$ cat config.mk
export PLATFORM = sky130hd
export DESIGN_NAME = multi_port_memory_controller
export DESIGN_NICKNAME = d
export VERILOG_FILES = /design/src/rtl/mem_ctrl_pkg.sv /design/src/rtl/rr_arbiter.sv /design/src/rtl/multi_port_memory_controller.sv
export SDC_FILE = /design/constraint.sdc
export NUM_CORES = 1
export LEC_CHECK = 0
export ABC_AREA = 1
export CORE_ASPECT_RATIO = 1.5
export CORE_MARGIN = 8
export CORE_UTILIZATION = 41
export DETAILED_ROUTE_END_ITERATION = 7
export MAX_ROUTING_LAYER = met4
export PLACE_DENSITY = 0.82
export SYNTH_ARGS = -nofsm -noshare
export SYNTH_HDL_FRONTEND = slang
export SYNTH_SLANG_ARGS = --single-unit
$ cat constraint.sdc
create_clock -name clk -period 3.2 [get_ports clk]
set_clock_uncertainty 0.2 [all_clocks]
set_input_delay 0.32 -clock clk [delete_from_list [all_inputs] [get_ports clk]]
set_output_delay 0.32 -clock clk [all_outputs]
set_load 0.005 [all_outputs]
$ cat src/rtl/mem_ctrl_pkg.sv
// Shared types and helpers for the multi-port SDRAM front end.
package mem_ctrl_pkg;

  typedef enum logic [1:0] {
    INIT,
    IDLE,
    RUN
  } state_t;

  typedef enum logic [1:0] {
    OP_RD,
    OP_WR,
    OP_REF
  } op_t;

  // Index width that stays legal (>=1) for single-entry ranges.
  function automatic int clog2_min1(input int n);
    return (n > 1) ? $clog2(n) : 1;
  endfunction

endpackage

$ cat src/rtl/rr_arbiter.sv
// Combinational round-robin picker: first requester at or after ptr, wrapping.
module rr_arbiter
  import mem_ctrl_pkg::*;
#(
  parameter int N     = 4,
  parameter int IDX_W = clog2_min1(N)
) (
  input  logic [N-1:0]     req,
  input  logic [IDX_W-1:0] ptr,
  output logic [N-1:0]     grant,
  output logic [IDX_W-1:0] grant_idx,
  output logic             valid
);

  logic [IDX_W-1:0] idx_tmp;

  always_comb begin
    grant     = '0;
    grant_idx = '0;
    valid     = 1'b0;
    idx_tmp   = '0;
    for (int i = 0; i < N; i++) begin
      idx_tmp = IDX_W'((int'(ptr) + i) % N);
      if (!valid && req[idx_tmp]) begin
        valid          = 1'b1;
        grant[idx_tmp] = 1'b1;
        grant_idx      = idx_tmp;
      end
    end
  end

endmodule

$ cat src/rtl/multi_port_memory_controller.sv
// Arbitrates NUM_PORTS read/write clients plus refresh onto a single SDRAM driver
// command interface; one access in flight at a time, ACCESS_CYCLES long.
module multi_port_memory_controller
  import mem_ctrl_pkg::*;
#(
  parameter int NUM_PORTS     = 4,
  parameter int ADDR_W        = 22,
  parameter int DATA_W        = 16,
  parameter int ACCESS_CYCLES = 4,
  parameter int CNT_W         = 20
) (
  input  logic                            clk,
  input  logic                            resetn,
  input  logic [NUM_PORTS-1:0]            req_read,
  input  logic [NUM_PORTS-1:0]            req_write,
  input  logic [NUM_PORTS*ADDR_W-1:0]     req_addr,
  input  logic [NUM_PORTS*DATA_W-1:0]     req_din,
  input  logic [NUM_PORTS*(DATA_W/8)-1:0] req_wdm,
  output logic [NUM_PORTS-1:0]            req_ack,
  output logic [NUM_PORTS-1:0]            rd_valid,
  output logic [DATA_W-1:0]               rd_data,
  input  logic                            refresh,
  output logic                            refresh_ack,
  output logic                            busy,
  output logic                            mem_rd,
  output logic                            mem_wr,
  output logic                            mem_refresh,
  output logic [ADDR_W:0]                 mem_addr,
  output logic [DATA_W-1:0]               mem_din,
  output logic [DATA_W/8-1:0]             mem_wdm,
  input  logic                            mem_busy,
  input  logic [DATA_W-1:0]               mem_dout,
  input  logic                            mem_data_ready,
  output logic                            fail,
  output logic [CNT_W-1:0]                total_written
);

  localparam int BE_W     = DATA_W / 8;
  localparam int IDX_W    = clog2_min1(NUM_PORTS);
  localparam int CNT_BITS = clog2_min1(ACCESS_CYCLES + 1);

  logic [ADDR_W-1:0] addr_arr [NUM_PORTS];
  logic [DATA_W-1:0] din_arr  [NUM_PORTS];
  logic [BE_W-1:0]   wdm_arr  [NUM_PORTS];

  for (genvar gi = 0; gi < NUM_PORTS; gi++) begin : g_unpack
    assign addr_arr[gi] = req_addr[gi*ADDR_W +: ADDR_W];
    assign din_arr[gi]  = req_din[gi*DATA_W +: DATA_W];
    assign wdm_arr[gi]  = req_wdm[gi*BE_W +: BE_W];
  end

  state_t                state_reg, state_next;
  op_t                   op_reg, op_next;
  logic [CNT_BITS-1:0]   cnt_reg, cnt_next;
  logic [IDX_W-1:0]      port_reg, port_next;
  logic [IDX_W-1:0]      ptr_reg, ptr_next;
  logic [NUM_PORTS-1:0]  ack_reg, ack_next;
  logic [NUM_PORTS-1:0]  rd_valid_reg, rd_valid_next;
  logic [DATA_W-1:0]     rd_data_reg, rd_data_next;
  logic                  refresh_ack_reg, refresh_ack_next;
  logic                  mem_rd_reg, mem_rd_next;
  logic                  mem_wr_reg, mem_wr_next;
  logic                  mem_refresh_reg, mem_refresh_next;
  logic [ADDR_W:0]       mem_addr_reg, mem_addr_next;
  logic [DATA_W-1:0]     mem_din_reg, mem_din_next;
  logic [BE_W-1:0]       mem_wdm_reg, mem_wdm_next;
  logic                  fail_reg, fail_next;
  logic [CNT_W-1:0]      total_written_reg, total_written_next;

  logic [NUM_PORTS-1:0]  grant;
  logic [IDX_W-1:0]      grant_idx;
  logic                  grant_valid;

  rr_arbiter #(
    .N     (NUM_PORTS),
    .IDX_W (IDX_W)
  ) u_arb (
    .req       (req_read | req_write),
    .ptr       (ptr_reg),
    .grant     (grant),
    .grant_idx (grant_idx),
    .valid     (grant_valid)
  );

  always_comb begin
    state_next         = state_reg;
    op_next            = op_reg;
    cnt_next           = cnt_reg;
    port_next          = port_reg;
    ptr_next           = ptr_reg;
    ack_next           = '0;
    rd_valid_next      = '0;
    rd_data_next       = rd_data_reg;
    refresh_ack_next   = 1'b0;
    mem_rd_next        = 1'b0;
    mem_wr_next        = 1'b0;
    mem_refresh_next   = 1'b0;
    mem_addr_next      = mem_addr_reg;
    mem_din_next       = mem_din_reg;
    mem_wdm_next       = mem_wdm_reg;
    fail_next          = fail_reg;
    total_written_next = total_written_reg;

    case (state_reg)
      INIT: begin
        if (!mem_busy) state_next = IDLE;
      end
      IDLE: begin
        if (refresh) begin
          refresh_ack_next = 1'b1;
          mem_refresh_next = 1'b1;
          op_next          = OP_REF;
          state_next       = RUN;
          cnt_next         = CNT_BITS'(1);
        end else if (grant_valid) begin
          ack_next      = grant;
          port_next     = grant_idx;
          ptr_next      = (grant_idx == IDX_W'(NUM_PORTS - 1)) ? '0 : grant_idx + 1'b1;
          mem_addr_next = {1'b0, addr_arr[grant_idx]};
          mem_din_next  = din_arr[grant_idx];
          mem_wdm_next  = wdm_arr[grant_idx];
          state_next    = RUN;
          cnt_next      = CNT_BITS'(1);
          // A port asking for both gets its write; the read is dropped and flagged.
          if (req_write[grant_idx]) begin
            op_next            = OP_WR;
            mem_wr_next        = 1'b1;
            total_written_next = total_written_reg + 1'b1;
            if (req_read[grant_idx]) fail_next = 1'b1;
          end else begin
            op_next     = OP_RD;
            mem_rd_next = 1'b1;
          end
        end
      end
      RUN: begin
        cnt_next = cnt_reg + 1'b1;
        if (cnt_reg == CNT_BITS'(ACCESS_CYCLES)) begin
          state_next = IDLE;
          if (op_reg == OP_RD) begin
            rd_data_next            = mem_dout;
            rd_valid_next[port_reg] = 1'b1;
            if (!mem_data_ready) fail_next = 1'b1;
          end
        end
      end
      default: state_next = INIT;
    endcase
  end

  always_ff @(posedge clk) begin
    if (!resetn) begin
      state_reg         <= INIT;
      op_reg            <= OP_RD;
      cnt_reg           <= '0;
      port_reg          <= '0;
      ptr_reg           <= '0;
      ack_reg           <= '0;
      rd_valid_reg      <= '0;
      rd_data_reg       <= '0;
      refresh_ack_reg   <= 1'b0;
      mem_rd_reg        <= 1'b0;
      mem_wr_reg        <= 1'b0;
      mem_refresh_reg   <= 1'b0;
      mem_addr_reg      <= '0;
      mem_din_reg       <= '0;
      mem_wdm_reg       <= '0;
      fail_reg          <= 1'b0;
      total_written_reg <= '0;
    end else begin
      state_reg         <= state_next;
      op_reg            <= op_next;
      cnt_reg           <= cnt_next;
      port_reg          <= port_next;
      ptr_reg           <= ptr_next;
      ack_reg           <= ack_next;
      rd_valid_reg      <= rd_valid_next;
      rd_data_reg       <= rd_data_next;
      refresh_ack_reg   <= refresh_ack_next;
      mem_rd_reg        <= mem_rd_next;
      mem_wr_reg        <= mem_wr_next;
      mem_refresh_reg   <= mem_refresh_next;
      mem_addr_reg      <= mem_addr_next;
      mem_din_reg       <= mem_din_next;
      mem_wdm_reg       <= mem_wdm_next;
      fail_reg          <= fail_next;
      total_written_reg <= total_written_next;
    end
  end

  assign req_ack       = ack_reg;
  assign rd_valid      = rd_valid_reg;
  assign rd_data       = rd_data_reg;
  assign refresh_ack   = refresh_ack_reg;
  assign busy          = (state_reg != IDLE);
  assign mem_rd        = mem_rd_reg;
  assign mem_wr        = mem_wr_reg;
  assign mem_refresh   = mem_refresh_reg;
  assign mem_addr      = mem_addr_reg;
  assign mem_din       = mem_din_reg;
  assign mem_wdm       = mem_wdm_reg;
  assign fail          = fail_reg;
  assign total_written = total_written_reg;

endmodule
==> summary by stage <==
Setup path
The largest individual stage delay along the critical path comes from the cell sky130_fd_sc_hd__dfxtp_1. At the worst endpoint, the required time is between 3000 and 4000 ps. The data arrival at the endpoint of the critical path is between 2000 and 3000 ps. The startpoint-to-endpoint class of the critical path is flip-flop to flip-flop. Walking the worst path, the cells encountered are inv_1 > ha_2 > inv_1 > nand3_1 > nand2_4 > nor2_8 > nand2_1 > nand3_2 > nand3_4 > nand2_1 > nand3_1 > nand2_2 > nand2_8 > inv_8 > nand2_1 > a21oi_1.

The sort of element at the end of the critical path is a flip-flop. The category of the worst setup path launch point is a flip-flop. The worst-path maximum fanout is 25. The most frequent cell on the critical path is sky130_fd_sc_hd__nand2_1.

For this run, the slowest stage of the critical path takes between 400 and 500 ps.

Pwr
The leakage power is 3.24 nW. In this run switching power makes up around 30% of total power. Internal power comes to between 2 and 2.5 mW. The combinational cell fraction of total power is between 20 and 30%. The worst IR drop on VDD is approximately 230 µV. The power dissipated by switching net loads is between 1 and 1.5 mW.

The power density relative to cell area is between 300 and 400 nW/µm². Of the total power, the clock network draws about a third. The sequential fraction of design power is between 30% and 40%.

CTS
Buffers added to address setup during post-CTS repair amount to 0. The latest clock arrival within the worst-skew pair is 350 ps. The post-CTS clock slew at the launch and capture registers of the worst setup and hold paths is 70 ps. CTS saw roughly 100 sinks. The TritonCTS clock tree is yes. Clock tree synthesis selected as its root buffer the cell sky130_fd_sc_hd__clkbuf_16. The clock tree synthesis step divided the H-tree into 3 levels. The maximum buffer depth of the clock tree is 2. The number of buffers created by CTS is 9.

Die
The starting utilization of the core area is about two fifths. The floorplan has 52 rows. The overall die area is about 18,000 µm². The floorplan step set the die height to approximately 160 µm.

The area of the placeable core is about 13,000 µm². The floorplan step set the die width to around 110 µm. In this run the count of I/O pins placed on the die edge is between 200 and 300.

Final layout
The fraction of layout instances using a drive strength above 1 is between 7 and 8%. The net count of the finished layout is roughly 1,200. The area growth from synthesis to layout is 56.4%. The filler-free cell count of the finished design is between 1,000 and 1,500. The register with the most flip-flops in the layout has 22 of them. The fraction of the core area covered by cells at the end of the flow is 64.8%.

Synthesis
The register bit total from synthesis is 99. Counting flops with an async set or reset pin after synthesis yields a share of 0%. The post-synthesis net count is between 900 and 1,000. The total of warnings raised by yosys is 0. The synthesized area divided by synthesized cell count is slightly above 7 µm².

Synthesis produced a netlist whose cell count is 787. In the synthesized netlist the dominant register cell turns out to be sky130_fd_sc_hd__dfxtp_1. For this run, the register share of the synthesized area comes to 35.7%. The mapped netlist covers 5560 µm². The number of different library cells used by synthesis comes to 41. The synthesized design contains 0 enable-type register cells.

Outcome
The run finished with clean final reports.

GRT
The number of antenna violations at the first check in global routing is 1. The number of global-route vias before repair is around 6,500. Global routing consumed, over all layers together, around 24% of the routing resources. For this run the aggregate overflow at the end of global routing stands at 0. The maximum number of pins on one net before global-route repair is 84. The wire length of the first global-routing pass is 33.0 mm.

Placement
Once placement completed, the tool counted placed cells totaling around 1,200. The congestion estimate from routability-driven global placement came to ~0.95. The quantity of I/O buffers inserted on ports is 278. The HPWL after detailed placement is roughly 16 mm.

Detailed routing
For this run, the detailed router's first-pass iteration total came to 5. The number of vias in the routed layout is 6,295. After detailed routing, the number of remaining DRC violations is 0. The routed design has 21.1 mm of wire. The count of nets left with antenna violations after detail routing is 0. Using the TritonRoute via totals, the vias-per-cell ratio works out to roughly 5.2. The number of violations reported at the end of detailed-routing iteration 0 is 267. After detailed routing, the average wire length per cell comes to ~18 µm.

Job
The number of violations of the max-capacitance limit is 0.

Timing
The number of max-slew violations in the final report is 0. The clock period could shrink to ~2900 ps. The ratio of final minimum period to clock period is between 80% and 90%. For the pin with the worst max-slew slack, the measured transition is around 630 ps. The peak clock frequency supported by timing is between 0.3 and 0.4 GHz. The final setup violation count is 0. The final-report hold violation count is 0. The worst slew slack as a fraction of its limit is 57.9%. Final hold analysis gives a worst-case slack of 238 ps. The final sum of negative setup slack is 0 ps. Setup repair after global routing left no endpoint under its margin.

Worst hold path
The min-delay analysis places its worst path in the category input pin to flip-flop.
==> layer usage <==
| layer | global-route usage, % | vias to the layer above | routed length [µm] |
|---|---|---|---|
| met3 | 7.77 | 41 | 1940 |
| met2 | 42.7 | 258 | 10800 |
| met4 | 10.5 | 0 | 673 |
| li1 | - | 3166 | - |
| met5 | - | - | 0 |
| met1 | 24.0 | 2830 | 7700 |
==> cells in the mapped netlist (4+ instances only) <==
master	n	share of area, %
sky130_fd_sc_hd__a21oi_1	29	2.6
sky130_fd_sc_hd__a31oi_1	43	4.8
sky130_fd_sc_hd__buf_2	19	1.7
sky130_fd_sc_hd__buf_4	8	1.1
sky130_fd_sc_hd__clkbuf_1	16	1.1
sky130_fd_sc_hd__clkbuf_2	4	0.36
sky130_fd_sc_hd__dfxtp_1	99	36
sky130_fd_sc_hd__ha_1	7	1.6
sky130_fd_sc_hd__inv_1	40	2.7
sky130_fd_sc_hd__inv_2	7	0.47
sky130_fd_sc_hd__nand2_1	98	6.6
sky130_fd_sc_hd__nand2_2	4	0.45
sky130_fd_sc_hd__nand3_1	20	1.8
sky130_fd_sc_hd__nand3_2	4	0.72
sky130_fd_sc_hd__nand4_1	12	1.4
sky130_fd_sc_hd__nor2_1	138	9.3
sky130_fd_sc_hd__nor3_1	11	0.99
sky130_fd_sc_hd__o211ai_1	41	5.5
sky130_fd_sc_hd__o21ai_0	102	9.2
sky130_fd_sc_hd__or2_0	20	2.3
sky130_fd_sc_hd__or2_2	20	2.3
sky130_fd_sc_hd__xnor2_1	10	1.6
sky130_fd_sc_hd__xor2_1	8	1.3
==> stage by stage <==
stage	area, µm²	power (mW)	setup WS (ps)
6_report	8690	3.32	321
5_1_grt	8690	3.50	58.5
4_1_cts	8670	3.34	104
3_5_place_dp	8380	2.29	82.2
3_3_place_gp	8380	2.28	174
2_1_floorplan	5560	1.86	632
==> path summary, 6_finish.rpt <==
kind,endpoint,startpoint,slack (ps),cells past startpoint
min reg2reg,fail$_SDFFE_PN0P_,fail$_SDFFE_PN0P_,250,2
min,mem_wr$_SDFF_PP0_,resetn,240,3
max reg2reg,total_written[16]$_SDFFE_PN0P_,ptr_reg[1]$_SDFFE_PN0P_,320,16
max,total_written[16]$_SDFFE_PN0P_,ptr_reg[1]$_SDFFE_PN0P_,320,16
==> worst max-delay path, delay by kind of cell, from the launching register on <==
| kind | cells | cell delay [ps] |
|---|---|---|
| AND/OR/NAND/NOR | 11 | 1300 |
| flip-flops | 1 | 440 |
| adder cells (fa/ha/maj) | 1 | 400 |
| buffers and inverters | 3 | 310 |
| AO/OA/AOI/OAI | 1 | 140 |
==> power groups by stage <==
stage	sequential, mW	clock [mW]	combinational [mW]
floorplan	1.34	0	0.525
global placement	1.33	0	0.946
detailed placement	1.34	0	0.954
CTS	1.31	1.08	0.958
global route	1.32	1.11	1.07
finish	1.31	1.05	0.959
==> cell type report <==
cell class	instances	area (µm²)
Fill cell	1238	4710
Multi-Input combinational cell	588	3130
Timing Repair Buffer	288	2890
Sequential cell	99	1980
Clock buffer	9	225
Tap cell	162	203
Inverter	49	196
Clock inverter	7	61.3
Antenna cell	1	2.50
==> cell usage in the layout, fill, tap and decap left out, types with 2 or more instances in the layout <==
master	netlist	routed
sky130_fd_sc_hd__dfxtp_1	99	99
sky130_fd_sc_hd__ha_1	7	6
sky130_fd_sc_hd__nor2_1	138	138
sky130_fd_sc_hd__buf_4	8	6
sky130_fd_sc_hd__or2_0	20	20
sky130_fd_sc_hd__inv_4	1	2
sky130_fd_sc_hd__nand3_1	20	20
sky130_fd_sc_hd__nor3_1	11	11
sky130_fd_sc_hd__nand2_4	3	2
sky130_fd_sc_hd__nand2_1	98	98
sky130_fd_sc_hd__nand3_2	4	4
sky130_fd_sc_hd__a22oi_1	3	3
sky130_fd_sc_hd__xnor2_1	10	10
sky130_fd_sc_hd__clkbuf_16	0	9
sky130_fd_sc_hd__nor4_1	2	2
sky130_fd_sc_hd__inv_1	40	40
sky130_fd_sc_hd__clkinv_4	0	3
sky130_fd_sc_hd__inv_2	7	6
sky130_fd_sc_hd__a21oi_1	29	29
sky130_fd_sc_hd__nand3_4	3	3
sky130_fd_sc_hd__o22ai_1	2	2
sky130_fd_sc_hd__inv_8	0	3
sky130_fd_sc_hd__buf_12	0	3
sky130_fd_sc_hd__nand4_1	12	12
sky130_fd_sc_hd__xor2_1	8	8
sky130_fd_sc_hd__o21ai_0	102	102
sky130_fd_sc_hd__nand2_2	4	4
sky130_fd_sc_hd__or2_2	20	20
sky130_fd_sc_hd__o211ai_1	41	41
sky130_fd_sc_hd__a31oi_1	43	43
sky130_fd_sc_hd__clkdlybuf4s50_1	0	277
==> what timing repair did <==
action | 4_1_cts | 5_1_grt
endpoints found under the setup margin | 0 | 37
hold endpoints to repair | 0 | 0
hold buffers | 0 | 0
resized for setup | 0 | 6
==> cell families (layout without fill, tap and decap cells) <==
family	count (synthesis)	count (layout)	share of synthesized area, %
buf+inv	100	353	8.28
compound gates	225	225	23.5
simple gates	337	337	28.0
flops	99	99	35.7
xor+xnor	18	18	2.84
other cells	1	2	0.0675
fa+ha+maj	7	7	1.58
Note: power is estimated with default switching activity, not from simulation.
